## src/rtl/vga_timing_monitor.sv

```systemverilog
// Receive-side VGA checker: measures hsync/vsync timing, locks onto an H_TOTAL x V_TOTAL
// raster, regenerates visible-pixel coordinates and a per-frame R+G+B checksum.
module vga_timing_monitor #(
   parameter int H_TOTAL     = 800,
   parameter int V_TOTAL     = 525,
   parameter int LOCK_FRAMES = 2,
   parameter bit SYNC_POL    = 1'b0
) (
   input  logic        clk,
   input  logic        reset,
   input  logic        hsync,
   input  logic        vsync,
   input  logic        blank,
   input  logic [7:0]  R,
   input  logic [7:0]  G,
   input  logic [7:0]  B,
   output logic        locked,
   output logic        err,
   output logic        frame_done,
   output logic [9:0]  line_len,
   output logic [9:0]  frame_lines,
   output logic [9:0]  pix_x,
   output logic [9:0]  pix_y,
   output logic        pix_valid,
   output logic [15:0] frame_sum,
   output logic [1:0]  fsm_state
);

   localparam logic [1:0] SEARCH  = 2'd0;
   localparam logic [1:0] MEASURE = 2'd1;
   localparam logic [1:0] LOCKED  = 2'd2;

   localparam logic [9:0] H_TOT    = 10'(H_TOTAL);
   localparam logic [9:0] V_TOT    = 10'(V_TOTAL);
   localparam logic [3:0] LOCK_N   = 4'(LOCK_FRAMES);
   localparam logic [9:0] HCNT_MAX = 10'd1023;

   logic        hs_q, vs_q, blank_q;
   logic [9:0]  hcnt, vcnt, xc, yc;
   logic        h_seen, bad_f, line_vis;
   logic [1:0]  state, state_n;
   logic [3:0]  good_cnt, good_n;
   logic        err_n, done_n;
   logic [15:0] acc;

   logic        h_lead, v_lead, bad_line, good_frame, sig_lost;
   logic [9:0]  lines_now, pix_sum, vis_add, x_now, y_now;

   // A leading edge is the raw input at the active level while its registered copy is not.
   assign h_lead     = (hs_q != SYNC_POL) && (hsync == SYNC_POL);
   assign v_lead     = (vs_q != SYNC_POL) && (vsync == SYNC_POL);
   assign bad_line   = h_lead && h_seen && (hcnt != H_TOT);
   assign lines_now  = vcnt + {9'd0, h_lead};
   assign good_frame = (lines_now == V_TOT) && !bad_f && !bad_line;
   assign sig_lost   = (state != SEARCH) && (hcnt == HCNT_MAX);
   assign pix_sum    = {2'b00, R} + {2'b00, G} + {2'b00, B};
   assign vis_add    = blank ? pix_sum : 10'd0;

   // pix_valid qualifies pix_x/pix_y; both carry the pixel sampled one cycle earlier.
   assign locked    = (state == LOCKED);
   assign pix_valid = locked & blank_q;
   assign fsm_state = state;

   always_comb begin
      x_now = h_lead ? 10'd0 : xc;
      y_now = yc;
      if (h_lead && line_vis) y_now = yc + 10'd1;
      if (v_lead) y_now = 10'd0;
   end

   always_comb begin
      state_n = state;
      good_n  = good_cnt;
      err_n   = 1'b0;
      done_n  = 1'b0;
      if (sig_lost) begin
         state_n = SEARCH;
         err_n   = 1'b1;
      end else begin
         case (state)
            SEARCH: begin
               if (v_lead) begin
                  state_n = MEASURE;
                  good_n  = 4'd0;
               end
            end
            MEASURE: begin
               if (v_lead) begin
                  if (good_frame) begin
                     good_n = good_cnt + 4'd1;
                     if (good_n == LOCK_N) state_n = LOCKED;
                  end else begin
                     good_n = 4'd0;
                     err_n  = 1'b1;
                  end
               end
            end
            LOCKED: begin
               if (bad_line || (v_lead && !good_frame)) begin
                  state_n = MEASURE;
                  good_n  = 4'd0;
                  err_n   = 1'b1;
               end else if (v_lead) begin
                  done_n = 1'b1;
               end
            end
            default: state_n = SEARCH;
         endcase
      end
   end

   always_ff @(posedge clk) begin
      if (reset) begin
         hs_q        <= SYNC_POL;
         vs_q        <= SYNC_POL;
         blank_q     <= 1'b0;
         hcnt        <= 10'd0;
         vcnt        <= 10'd0;
         xc          <= 10'd0;
         yc          <= 10'd0;
         h_seen      <= 1'b0;
         bad_f       <= 1'b0;
         line_vis    <= 1'b0;
         state       <= SEARCH;
         good_cnt    <= 4'd0;
         err         <= 1'b0;
         frame_done  <= 1'b0;
         line_len    <= 10'd0;
         frame_lines <= 10'd0;
         pix_x       <= 10'd0;
         pix_y       <= 10'd0;
         acc         <= 16'd0;
         frame_sum   <= 16'd0;
      end else begin
         hs_q    <= hsync;
         vs_q    <= vsync;
         blank_q <= blank;

         if (h_lead) begin
            line_len <= hcnt;
            hcnt     <= 10'd1;
         end else if (hcnt != HCNT_MAX) begin
            hcnt <= hcnt + 10'd1;
         end

         if (sig_lost)    h_seen <= 1'b0;
         else if (h_lead) h_seen <= 1'b1;

         // Line is processed before frame, so a bad line in the v_lead cycle is consumed here.
         if (v_lead)        bad_f <= 1'b0;
         else if (bad_line) bad_f <= 1'b1;

         if (v_lead) begin
            vcnt        <= 10'd0;
            frame_lines <= lines_now;
         end else if (h_lead) begin
            vcnt <= vcnt + 10'd1;
         end

         if (h_lead)     line_vis <= blank;
         else if (blank) line_vis <= 1'b1;

         xc    <= x_now + {9'd0, blank};
         yc    <= y_now;
         pix_x <= x_now;
         pix_y <= y_now;

         if (v_lead) begin
            frame_sum <= acc + {6'd0, vis_add};
            acc       <= 16'd0;
         end else begin
            acc <= acc + {6'd0, vis_add};
         end

         state      <= state_n;
         good_cnt   <= good_n;
         err        <= err_n;
         frame_done <= done_n;
      end
   end

endmodule

```

## config.mk

```make
export PLATFORM = sky130hd
export DESIGN_NAME = vga_timing_monitor
export DESIGN_NICKNAME = d
export VERILOG_FILES = /design/src/rtl/vga_timing_monitor.sv
export SDC_FILE = /design/constraint.sdc
export NUM_CORES = 1
export LEC_CHECK = 0
export BUFFER_PORTS_ARGS = -buffer_cell sky130_fd_sc_hd__buf_2
export CAP_MARGIN = 0
export CELL_PAD_IN_SITES_DETAIL_PLACEMENT = 0
export CELL_PAD_IN_SITES_GLOBAL_PLACEMENT = 1
export CORE_MARGIN = 5
export CORE_UTILIZATION = 48
export CTS_BUF_LIST = sky130_fd_sc_hd__clkbuf_8
export DETAILED_ROUTE_END_ITERATION = 12
export PLACE_DENSITY = 0.88
export SETUP_SLACK_MARGIN = 0.1
export SYNTH_ARGS = -nofsm -noshare
export SYNTH_HDL_FRONTEND = slang
export SYNTH_SLANG_ARGS = --single-unit
```

## constraint.sdc

```tcl
create_clock -name clk -period 6.3 [get_ports clk]
set_input_delay 0.945 -clock clk [delete_from_list [all_inputs] [get_ports clk]]
set_output_delay 0.945 -clock clk [all_outputs]
set_load 0.01 [all_outputs]
```

After elaboration in Yosys (flattened, before gate mapping)
Index checks and enable logic that the tools add are counted.

Flip-flop bits (word level): 116. Input port bits: 29. Output and inout bits: 62. Logic and storage cells: 93.

$add $sub $neg: 9. Equality and inequality tests: 12. Muxes and demuxes: 23. Bitwise logic cells: 5. Reductions and logical operators: 24.

Operator list (count): 10-bit by 1-bit adder with 10-bit output (second input constant) (3); 10-bit by 1-bit adder with 10-bit output (2); 10-bit == test (second input constant) (2); 10-bit two-way mux (2); 10-bit != test (second input constant) (2); 16-bit by 10-bit adder with 16-bit output (1); 4-bit two-way mux (4); 4-bit one-hot mux with 3 select lines (1); 9-bit by 8-bit adder with 10-bit output (1); 2-bit two-way mux (5); 5-bit AND reduction (2); 8-bit by 8-bit adder with 9-bit output (1); 1-bit logical AND (9); 1-bit two-way mux (9); 2-bit != test (second input constant) (4); 2-bit one-hot mux with 3 select lines (1); 2-bit nonzero test (3); 2-bit OR reduction (3); 4-bit by 1-bit adder with 4-bit output (second input constant) (1); 4-bit by 2-bit == test with 1-bit output (second input constant) (1); 1-bit NOT (4); 4-bit OR reduction (1); 1-bit logical NOT (3); 3-bit nonzero test (1); 7 further kinds (7).

Logic depth before layout (Yosys ltp)
Gate-level depths: netlist of run 1.

Depth after elaboration: 12. Gate-level depth with buffers: 20. Depth with buffers taken out: 20.

Least setup slack after synthesis of run 1
Ideal clock, no wire load.

Path type: input to register. Start: input hsync. End: register good_cnt[2]. Library setup time: 95 ps. Arrival: 4338 ps. Required time: 6205 ps. Path slack: 1867 ps. Cell stages on the path: 14. Path buffers: 3. Cells stage by stage: nand2b_1 clkbuf_1 inv_1 clkbuf_1 clkbuf_1 ha_1 ha_1 nand4_1 xnor2_1 o41a_1 or4_4 nor2_4 or4b_1 o311ai_1.

Longest elaborated chain between the ends: 11. Elaborated cells between the ends (all ways): 17. Those cells by class: add/sub: 1; eq/ne: 2; mux: 3; bitwise: 1; reduce/logical: 10.

RTL lines: start: declaration (RTL line 11) `input logic hsync,`; 1-bit NOT * (RTL line 50) `assign h_lead = (hs_q != SYNC_POL) && (hsync == SYNC_POL);`; 1-bit logical AND * (RTL line 50); named net h_lead (RTL line 46) `logic h_lead, v_lead, bad_line, good_frame, sig_lost;`; 10-bit by 1-bit adder with 10-bit output or 1-bit logical AND (tied branches) (RTL line 53, 52); 10-bit == test or 1-bit logical AND (tied branches) (RTL line 54, 52); 1-bit logical AND or 1-bit logical NOT (tied branches) (RTL line 54) `assign good_frame = (lines_now == V_TOT) && !bad_f && !bad_line;`; 1-bit logical AND (RTL line 54); 1-bit logical NOT (RTL line 99) `if (bad_line || (v_lead && !good_frame)) begin`; 1-bit logical AND (RTL line 99); 1-bit logical OR (RTL line 99); 2-bit by 1-bit != test with 1-bit output (no source line); 5-bit AND reduction (no source line); end signal: assignment (RTL line 176) `good_cnt <= good_n;`; end: declaration (RTL line 42) `logic [3:0] good_cnt, good_n;`.

Mark *: on every way through the listed nets, which the timed path passes. The rest lies on a longest branch. The select of a mux whose other input is x is not followed. A chain may end at the register's enable or synchronous reset.

Worst setup path after layout of run 1
Start: input B[1]. End: register frame_sum[11].

Longest elaborated chain between the ends: 3.

RTL lines: start: declaration (RTL line 16) `input logic [7:0] B,`; 9-bit by 8-bit adder with 10-bit output (RTL line 56) `assign pix_sum = {2'b00, R} + {2'b00, G} + {2'b00, B};`; 10-bit two-way mux (RTL line 57) `assign vis_add = blank ? pix_sum : 10'd0;`; 16-bit by 10-bit adder with 16-bit output (RTL line 169) `frame_sum <= acc + {6'd0, vis_add};`; end signal: assignment (RTL line 169); end: declaration (RTL line 25) `output logic [15:0] frame_sum,`.

Every way passes these cells.

==> flow_metrics.tcl, run 1 <==
set metrics [dict create \
    critPathKind "primary input to register" \
    hold_violations 0 \
    ys_seq_area_share_pct 41.09 \
    core_area_um2 11470 \
    wl_per_cell_um 13.78 \
    grt_max_degree 63 \
    final_area_um2 6630 \
    gr-total-overflow 0 \
    status "complete, no violations" \
    synth_top_flop_cell "dfxtp_1" \
    cts_tree "done" \
    synthCells 641 \
    dr_total_vias 4582 \
    worst_ep_arrival_time_ns 4.46 \
    grt_pass1_wl_um 20890 \
    cp-end-kind "register" \
    fmax_mhz 237.3 \
    tightest_slew_ns 1.048 \
    htreeDepth 4 \
    synth_edf_count 0 \
    clock_latency_ns 0.42 \
    cts_sinks 116 \
    synth_top_area_share_pct 41.09 \
    ios 91 \
    final_nets 794 \
    cts_buffer_depth 2 \
    synthesis.nets 711 \
    track_usage_pct 17.75 \
    relSlewSlack_pct 30.01 \
    antenna_left 0 \
    ir_drop_uv 177.6 \
    drcViolationCount 0 \
    ys_types 58 \
    post-route-period-util_pct 66.89 \
    place_congestion 0.8461 \
    setup_violations 0 \
    fill_cells 1039 \
    cts_hold_buf 0 \
    final.setup.worst_slack_ns 2.086 \
    dieWidth_um 118.5 \
    async_reset_ff_share_pct 0 \
    die_h_um 118.5 \
    synth.avg_cell_area_um2 8.817 \
    fin_worst_skew_ns 0.008548 \
    port_buffers 90 \
    hold_class "register to register" \
    powerDensity_nw_per_um2 281.5 \
    ys_ff_latch 116 \
    final.setup.tns_ns 0 \
    cts_resized 0 \
    dp_slack_ns 1.678 \
    required_ns 6.55 \
    via_per_inst 5.207 \
    n_antenna_cell 0 \
    cts_root_buffer "clkbuf_8" \
    dr.pass1.iters 4 \
    slew_violations 0 \
    crit_start "B[1]" \
    fin_crit_ns 4.214 \
    synth_top_area_cell "dfxtp_1" \
    post_cts_buffers 0 \
    hold_ws_ns 0.4524 \
    start_util_pct 49.29 \
    path_clk_slew_ns 0.07 \
    wl_um 12120 \
    rsz0062_at_grt "no" \
    antenna_found_initial 0 \
    min-delay-start "frame_sum[0]" \
    synth.area.top_cells "dfxtp_1 (41%), ha_1 (6.9%), nor2_1 (5.0%), xor2_1 (5.0%), nand2_1 (4.6%)" \
    cp_max_fo 3 \
    dp.final_hpwl_um 8753 \
    cp-start-kind "primary input" \
    yosys_warnings 0 \
    dieArea_um2 14040 \
    synth_area_um2 5652 \
    timing.rr.start "hs_q" \
    total_leakage_power_nw 2.767 \
    syn2layout_area_growth_pct 17.31 \
    dp.cells 848 \
    placed_cell_area_um2 6192 \
    drt-initial-drc-count 198 \
    drive_gt1_share_pct 19.00 \
    grt_pass1_vias 4465 \
    maxCapViolations 0 \
    stdcell_count 880 \
    cts_buffers 17 \
    rows 39 \
]
==> flip-flops by register name, indices dropped and copies added, names as in the netlist <==
register / flops
pix_x: 10
fsm_state: 2
hs_q: 1
bad_f: 1
yc: 10
xc: 10
h_seen: 1
hcnt: 10
vs_q: 1
good_cnt: 4
err: 1
blank_q: 1
frame_sum: 16
vcnt: 10
acc: 16
line_vis: 1
frame_lines: 10
frame_done: 1
line_len: 10
==> worst max-delay path, cell delays in order <==
cell	delay (ns)
buf_2	0.07
inv_1	0.04
fa_1	0.53
inv_1	0.04
ha_1	0.19
inv_1	0.07
fa_1	0.18
nor2b_1	0.06
o21ai_0	0.14
nand2b_1	0.10
a21o_1	0.19
a21o_1	0.19
xor2_1	0.13
and2_1	0.16
ha_1	0.20
nor3_1	0.27
a21boi_0	0.32
o31ai_1	0.17
nand2_1	0.11
xor2_1	0.20
a211oi_1	0.11
==> per-layer routing <==
layer / global-route usage [%] / vias to the layer above / routed length [µm]
li1: - / 2350 / -
met1: 23.69 / 2119 / 5737
met2: 28.41 / 103 / 5669
met3: 5.062 / 10 / 599
met4: 4.678 / 0 / 116
met5: 0 / - / 0
==> layout make-up <==
cell class | count | area, µm² | share of cell area, %
multi-input combinational | 466 | 3105 | 46.84
clock inverter | 15 | 203.9 | 3.076
timing repair buffer | 93 | 473.0 | 7.133
tap | 143 | 178.9 | 2.699
clock buffer | 17 | 234.0 | 3.529
sequential | 116 | 2322 | 35.03
inverter | 30 | 112.6 | 1.698
==> placed cells by master, fill, tap and decap left out, types with 4 or more instances in the layout <==
master / Yosys / layout
a211oi_1: 12 / 12
a21o_1: 7 / 7
a21oi_1: 44 / 44
a311oi_1: 4 / 4
and2_1: 21 / 21
and3_1: 6 / 6
buf_2: 2 / 90
bufinv_16: 0 / 4
clkbuf_8: 0 / 17
clkinvlp_4: 0 / 4
dfxtp_1: 116 / 116
fa_1: 10 / 10
ha_1: 31 / 31
inv_1: 30 / 30
nand2_1: 69 / 69
nand2b_1: 6 / 6
nand3_1: 14 / 14
nand4_1: 19 / 19
nor2_1: 76 / 76
nor2b_1: 10 / 9
nor3_1: 5 / 5
nor3b_1: 8 / 8
o21a_1: 4 / 4
o21ai_0: 13 / 13
o31ai_1: 5 / 5
or3_1: 7 / 7
xnor2_1: 23 / 23
xor2_1: 32 / 32
==> kinds of logic (layout without fill, tap and decap cells) <==
group | Yosys count | in the layout | share of synthesized area, %
AOI/OAI and AO/OA | 106 | 106 | 12.24
xor gates and xnor gates | 55 | 55 | 8.523
adders and majority gates | 41 | 41 | 10.41
buffers and inverters | 59 | 155 | 4.096
DFF | 116 | 116 | 41.09
muxes | 2 | 2 | 0.3542
and+or+nand+nor | 262 | 262 | 23.29
==> per-stage QoR <==
stage | power, mW | utilization (%)
4_1_cts | 1.886 | 57.82
5_1_grt | 1.969 | 57.82
3_5_place_dp | 1.130 | 54.00
3_3_place_gp | 1.121 | 54.00
2_1_floorplan | 1.052 | -
6_report | 1.866 | 57.82
==> power breakdown <==
| part | leakage (nW) | total [mW] | switching (mW) | internal [mW] |
|---|---|---|---|---|
| Sequential | 0.941 | 0.788 | 0.0180 | 0.770 |
| Combinational | 1.62 | 0.325 | 0.179 | 0.146 |
| Clock | 0.209 | 0.753 | 0.319 | 0.434 |
==> synth_stat cells (12+ instances only) <==
library cell	count
dfxtp_1	116
nor2_1	76
nand2_1	69
a21oi_1	44
xor2_1	32
ha_1	31
inv_1	30
clkbuf_1	23
xnor2_1	23
and2_1	21
nand4_1	19
nand3_1	14
o21ai_0	13
a211oi_1	12
==> final timing paths <==
path                         to  slack, ns  depth (start not counted)
setup reg to reg    good_cnt[2]       2.51                         12
hold / removal     frame_sum[0]       0.45                          2
hold reg to reg    frame_sum[0]       0.45                          2
setup / recovery  frame_sum[11]       2.09                         21
No activity file was read; power rests on OpenSTA's default activity.
==> run 2: changes to the inputs <==
--- a/config.mk
+++ b/config.mk
@@ -10,10 +10,10 @@
 export CELL_PAD_IN_SITES_DETAIL_PLACEMENT = 0
 export CELL_PAD_IN_SITES_GLOBAL_PLACEMENT = 1
 export CORE_MARGIN = 5
-export CORE_UTILIZATION = 48
+export CORE_UTILIZATION = 44
 export CTS_BUF_LIST = sky130_fd_sc_hd__clkbuf_8
 export DETAILED_ROUTE_END_ITERATION = 12
-export PLACE_DENSITY = 0.88
+export PLACE_DENSITY = 0.82
 export SETUP_SLACK_MARGIN = 0.1
 export SYNTH_ARGS = -nofsm -noshare
 export SYNTH_HDL_FRONTEND = slang
==> constraint.sdc (replaced) <==
create_clock -name clk -period 4.3 [get_ports clk]
set_input_delay 0.645 -clock clk [delete_from_list [all_inputs] [get_ports clk]]
set_output_delay 0.645 -clock clk [all_outputs]
set_load 0.01 [all_outputs]
==> run 2 against run 1 <==
Clock-buffer cell count is 4 higher. Combinational power is 48% higher. Flip-flop and latch count stayed put. Clock power is 24% higher. Cell count is 3.5% higher. Clock skew is 0.00056 ns higher. Wire length hardly changed. Non-clock buffer count is 2 higher. Critical endpoint is now frame_sum[15].
==> flow_metrics.tcl, run 2 (synthesized netlist as in run 1, its figures left out) <==
set metrics [dict create \
    status "complete, no violations" \
    drive_gt1_share_pct 18.81 \
    dieWidth_um 123.3 \
    rsz0062_at_grt "no" \
    tightest_slew_ns 0.7927 \
    ios 91 \
    dr_total_vias 4655 \
    drcViolationCount 0 \
    cp-start-kind "primary input" \
    post_cts_buffers 0 \
    n_antenna_cell 0 \
    p_sw_share_pct 28.00 \
    cts_buffer_depth 2 \
    fill_cells 1246 \
    antenna_left 0 \
    dieArea_um2 15210 \
    clockPowerShare_pct 36.3 \
    cp-end-kind "register" \
    rows 41 \
    stdcell_count 911 \
    critPathKind "primary input to register" \
    hold_violations 0 \
    hold_ws_ns 0.4379 \
    layout_common_cells "dfxtp_1 (116), buf_2 (90), nor2_1 (76), nand2_1 (69), a21oi_1 (44)" \
    cp_max_fo 3 \
    post-route-period-util_pct 89.83 \
    fin_worst_skew_ns 0.009108 \
    p_seq_share_pct 45.0 \
    place_congestion 0.7935 \
    dr.pass1.iters 4 \
    path_clk_slew_ns 0.06 \
    maxCapViolations 0 \
    grt_max_degree 49 \
    wl_per_cell_um 13.32 \
    port_buffers 90 \
    setup_violations 0 \
    dp.final_hpwl_um 9100 \
    syn2layout_area_growth_pct 17.11 \
    cts_hold_buf 0 \
    relSlewSlack_pct 47.15 \
    layout_commonest_cell "dfxtp_1" \
    required_ns 4.65 \
    final_area_um2 6619 \
    placed_cell_area_um2 6243 \
    gr-total-overflow 0 \
    cts_tree "done" \
    grt_pass1_wl_um 20430 \
    dp.cells 879 \
    wl_um 12130 \
    start_util_pct 44.78 \
    via_per_inst 5.110 \
    die_h_um 123.3 \
    power.switching_uw 719.7 \
    cts_buffers 17 \
    antenna_found_initial 0 \
    worst_ep_arrival_time_ns 4.21 \
    combPwrFrac_pct 18.7 \
    htreeDepth 4 \
    slew_violations 0 \
    grt_pass1_vias 4406 \
    track_usage_pct 16.93 \
    ir_drop_uv 151.0 \
    cts_root_buffer "clkbuf_8" \
    fmax_mhz 258.9 \
    total_leakage_power_nw 2.762 \
    drt-initial-drc-count 178 \
    hold_class "primary input to register" \
    cts_resized 0 \
    powerDensity_nw_per_um2 388.4 \
    fin_crit_ns 3.863 \
    clock_latency_ns 0.43 \
    final_nets 796 \
    cts_sinks 116 \
    reg_top3 "acc x16, frame_sum x16" \
    core_area_um2 12620 \
    p_int_mw 1.851 \
]
run 2: cell count changes in the layout (fill, tap and decap cells not counted), sizes merged:
| cell | before | now |
|---|---|---|
| bufinv | 4 | 1 |
| clkinv | 4 | 3 |
| buf | 93 | 95 |
| clkbuf | 17 | 21 |
run 2: through the flow:
stage	util [%]	setup slack [ns]	setup TNS, ns	power (mW)
global placement	49.47	0.09374	0	1.655
finish	52.45	0.4373	0	2.571
CTS	52.45	0.4665	0	2.609
detailed placement	49.47	-0.0002354	-0.0002354	1.665
global route	52.45	0.2086	0	2.726
floorplan	-	0.1666	0	1.541
run 2: path summary, 6_finish.rpt:
path / startpoint / to / slack (ns) / cells after the start
worst min register to register: bad_f / bad_f / 0.46 / 2
worst max-delay path: B[1] / frame_sum[15] / 0.44 / 21
worst max register to register: hs_q / good_cnt[2] / 1.25 / 11
worst min-delay path: hsync / hs_q / 0.44 / 2
run 2: layout make-up:
cell class / instances / area, µm² / area share [%]
Clock buffer: 21 / 289.0 / 4.367
Sequential cell: 116 / 2322 / 35.09
Inverter: 30 / 112.6 / 1.701
Timing Repair Buffer: 95 / 488.0 / 7.372
Multi-Input combinational cell: 466 / 3105 / 46.92
Tap cell: 172 / 215.2 / 3.251
Clock inverter: 11 / 86.33 / 1.304
run 2: worst max-delay path, cell delays in order:
cell	delay (ns)
buf_2	0.08
inv_1	0.04
fa_1	0.45
inv_1	0.06
ha_1	0.16
inv_1	0.06
fa_1	0.37
nor2b_1	0.18
o21ai_0	0.10
nand2b_1	0.11
a21o_1	0.12
a21o_1	0.14
xor2_1	0.13
and2_1	0.15
ha_1	0.17
nor3_1	0.08
a21boi_0	0.16
o31ai_1	0.44
nand4_1	0.17
xor2_1	0.17
a211oi_1	0.22
run 2: routing by layer:
layer / vias to the layer above / global-route usage (%) / wire [µm]
li1: 2356 / - / -
met1: 2174 / 20.90 / 5529
met2: 102 / 27.18 / 5754
met3: 23 / 5.764 / 614
met4: 0 / 6.713 / 236
met5: - / 0 / 0
run 2: power by group through the flow:
stage	Clock [mW]	Combinational, mW	Sequential, mW
6_report	0.934	0.481	1.16
5_1_grt	1.02	0.548	1.16
4_1_cts	0.965	0.487	1.16
3_5_place_dp	0	0.484	1.18
3_3_place_gp	0	0.476	1.18
2_1_floorplan	0	0.358	1.18
==> run 3: changes to the inputs <==
--- a/config.mk
+++ b/config.mk
@@ -5,15 +5,16 @@
 export SDC_FILE = /design/constraint.sdc
 export NUM_CORES = 1
 export LEC_CHECK = 0
+export ABC_AREA = 1
 export BUFFER_PORTS_ARGS = -buffer_cell sky130_fd_sc_hd__buf_2
 export CAP_MARGIN = 0
 export CELL_PAD_IN_SITES_DETAIL_PLACEMENT = 0
 export CELL_PAD_IN_SITES_GLOBAL_PLACEMENT = 1
 export CORE_MARGIN = 5
-export CORE_UTILIZATION = 44
+export CORE_UTILIZATION = 43
 export CTS_BUF_LIST = sky130_fd_sc_hd__clkbuf_8
 export DETAILED_ROUTE_END_ITERATION = 12
-export PLACE_DENSITY = 0.82
+export PLACE_DENSITY = 0.83
 export SETUP_SLACK_MARGIN = 0.1
 export SYNTH_ARGS = -nofsm -noshare
 export SYNTH_HDL_FRONTEND = slang
==> run 3 against run 2 <==
Critical path depth up 2. Synthesized cell count up 14%. Global-route usage up 0.50 points. Sequential share of layout area down 0.33 points. Critical path type unchanged. Critical endpoint unchanged.
==> flow_metrics.tcl, run 3 <==
set metrics [dict create \
    synth_top_area_cell "dfxtp_1" \
    critPathKind "primary input to register" \
    synth.area.top_cells "dfxtp_1 (41%), nand2_1 (7.6%), ha_1 (6.9%), inv_1 (6.9%), nor2_1 (6.8%)" \
    rows 41 \
    synth_area_um2 5610 \
    p_int_mw 2.097 \
    setup_violations 0 \
    drive_gt1_share_pct 17.38 \
    synth.avg_cell_area_um2 7.654 \
    worst_ep_arrival_time_ns 3.95 \
    synthTopCellsByCount "dfxtp_1 (116), nand2_1 (114), inv_1 (103)" \
    final.setup.tns_ns 0 \
    maxCapViolations 0 \
    port_buffers 90 \
    dr_total_vias 4949 \
    synth_top_flop_cell "dfxtp_1" \
    ir_drop_uv 173.5 \
    drt-initial-drc-count 229 \
    yosysMostFrequentCell "dfxtp_1" \
    synthCells 733 \
    required_ns 4.60 \
    n_antenna_cell 0 \
    ios 91 \
    grt_pass1_vias 5099 \
    clockPowerShare_pct 38.5 \
    cts_hold_buf 0 \
    dr.pass1.iters 4 \
    fmax_mhz 274.2 \
    r2r_cells 18 \
    ys_seq_area_share_pct 41.39 \
    yosys_warnings 0 \
    async_reset_ff_share_pct 0 \
    fin_crit_ns 3.647 \
    fill_cells 1296 \
    dieWidth_um 124.2 \
    hold_violations 0 \
    synth_edf_count 0 \
    grt_max_degree 41 \
    p_sw_share_pct 29.37 \
    wl_per_cell_um 12.63 \
    crit_start "B[1]" \
    path_clk_slew_ns 0.06 \
    cts_tree "done" \
    p_seq_share_pct 40.3 \
    status "complete, no violations" \
    powerDensity_nw_per_um2 444.4 \
    final_nets 897 \
    cts_buffers 17 \
    dp.cells 980 \
    fin_worst_skew_ns 0.009510 \
    dieArea_um2 15430 \
    cts_root_buffer "clkbuf_8" \
    start_util_pct 44.10 \
    slew_violations 0 \
    cp_max_fo 4 \
    htreeDepth 4 \
    crit_end "frame_sum[15]" \
    ys_types 40 \
    track_usage_pct 17.44 \
    ys_ff_latch 116 \
    layout_common_cells "dfxtp_1 (116), nand2_1 (114), inv_1 (106), nor2_1 (100), buf_2 (90)" \
    gr-total-overflow 0 \
    grt_pass1_wl_um 22670 \
    synthesis.nets 803 \
    cp-end-kind "register" \
    total_leakage_power_nw 3.178 \
    power.switching_uw 872.1 \
    combPwrFrac_pct 21.2 \
    post_cts_buffers 0 \
    post-route-period-util_pct 84.82 \
    relSlewSlack_pct 42.50 \
    cts_buffer_depth 2 \
    rsz0062_at_grt "no" \
    cts_resized 0 \
    clock_latency_ns 0.44 \
    stdcell_count 1012 \
    r2r_setup_slack_ns 1.77 \
    tightest_slew_ns 0.8616 \
    die_h_um 124.2 \
    antenna_left 0 \
    cts_sinks 116 \
    cp-start-kind "primary input" \
    wl_um 12780 \
    antenna_found_initial 0 \
    worstReg2RegEnd "good_cnt[3]" \
    core_area_um2 12720 \
    via_per_inst 4.890 \
    synth_top_area_share_pct 41.39 \
    hold_class "register to register" \
    dp.final_hpwl_um 9661 \
    layout_commonest_cell "dfxtp_1" \
    drcViolationCount 0 \
    place_congestion 0.8643 \
    reg_top3 "acc x16, frame_sum x16" \
    timing.rr.start "hs_q" \
    syn2layout_area_growth_pct 19.09 \
]
run 3: changes by cell type in the layout (fill, tap and decap cells not counted), sizes merged, moves of 10 or more:
cell	before	now
xor2	32	14
a211oi	12	2
nand3	15	34
nand4	19	7
xnor2	23	5
a21oi	45	59
nor2b	10	0
nand2	69	122
o21ai	13	72
nor2	77	106
and2	22	0
inv	33	109
run 3: how the worst min path moves through the flow:
stage	from	endpoint	slack [ns]	cells past startpoint
finish	xc[3]	xc[3]	0.43	1
global route	vsync	vs_q	0.45	3
CTS	hsync	hs_q	0.43	3
detailed placement	xc[3]	xc[3]	0.42	1
global placement	xc[3]	xc[3]	0.42	1
floorplan	xc[3]	xc[3]	0.41	1
run 3: logic make-up after synthesis:
kind of cell             after synthesis  synth area share, %
flip-flops                           116                41.39
buffers and inverters                124                8.341
AND/OR/NAND/NOR                      284                22.55
XOR/XNOR                              19                2.966
AO/OA/AOI/OAI                        149                14.27
adder cells (fa/ha/maj)               41                10.48
run 3: critical path: stages:
cell and delay (ns):
buf_2 0.07, inv_1 0.04, fa_1 0.53, inv_1 0.04
ha_1 0.20, inv_1 0.07, fa_1 0.20, nor2_1 0.06
o21ai_0 0.13, nand2_1 0.10, nand2_1 0.06, nand2_1 0.05
a21oi_1 0.20, nor2_1 0.07, o211a_1 0.21, ha_1 0.35
nand2_1 0.09, nor2_1 0.15, nand3_1 0.10, nand3_1 0.17
nand4_1 0.12, xor2_1 0.19, o21ai_0 0.09
run 3: final cells by class:
cell class	instances	area (µm²)	area share, %
clock buffer	19	261.5	3.914
sequential	116	2322	34.76
tap	172	215.2	3.221
multi-input combinational	493	2823	42.25
timing repair buffer	93	473.0	7.079
clock inverter	13	188.9	2.828
inverter	106	397.9	5.955
run 3: per-stage QoR:
stage	util [%]	hold slack (ns)	setup slack, ns	power (mW)	cell area, µm²
6_report	52.52	0.4324	0.6526	2.969	6681
5_1_grt	52.52	0.4492	0.1756	3.150	6681
4_1_cts	52.52	0.4277	0.6811	3.000	6681
3_5_place_dp	48.98	0.4234	0.1997	1.851	6231
3_3_place_gp	48.98	0.4200	0.3336	1.832	6231
2_1_floorplan	-	0.4052	0.6400	1.683	5610
run 3: power by group through the flow:
stage	logic (mW)	registers, mW	clock network (mW)
2_1_floorplan	0.462	1.22	0
3_3_place_gp	0.614	1.22	0
3_5_place_dp	0.630	1.22	0
4_1_cts	0.635	1.20	1.17
5_1_grt	0.732	1.21	1.21
6_report	0.629	1.20	1.14
run 3: layer usage:
layer / share of wire (%) / up-vias / GRT usage (%)
met4: 1.9 / 0 / 7.157
met5: 0 / - / 0
li1: - / 2553 / -
met1: 46 / 2258 / 21.00
met3: 5.8 / 21 / 5.789
met2: 46 / 117 / 28.59
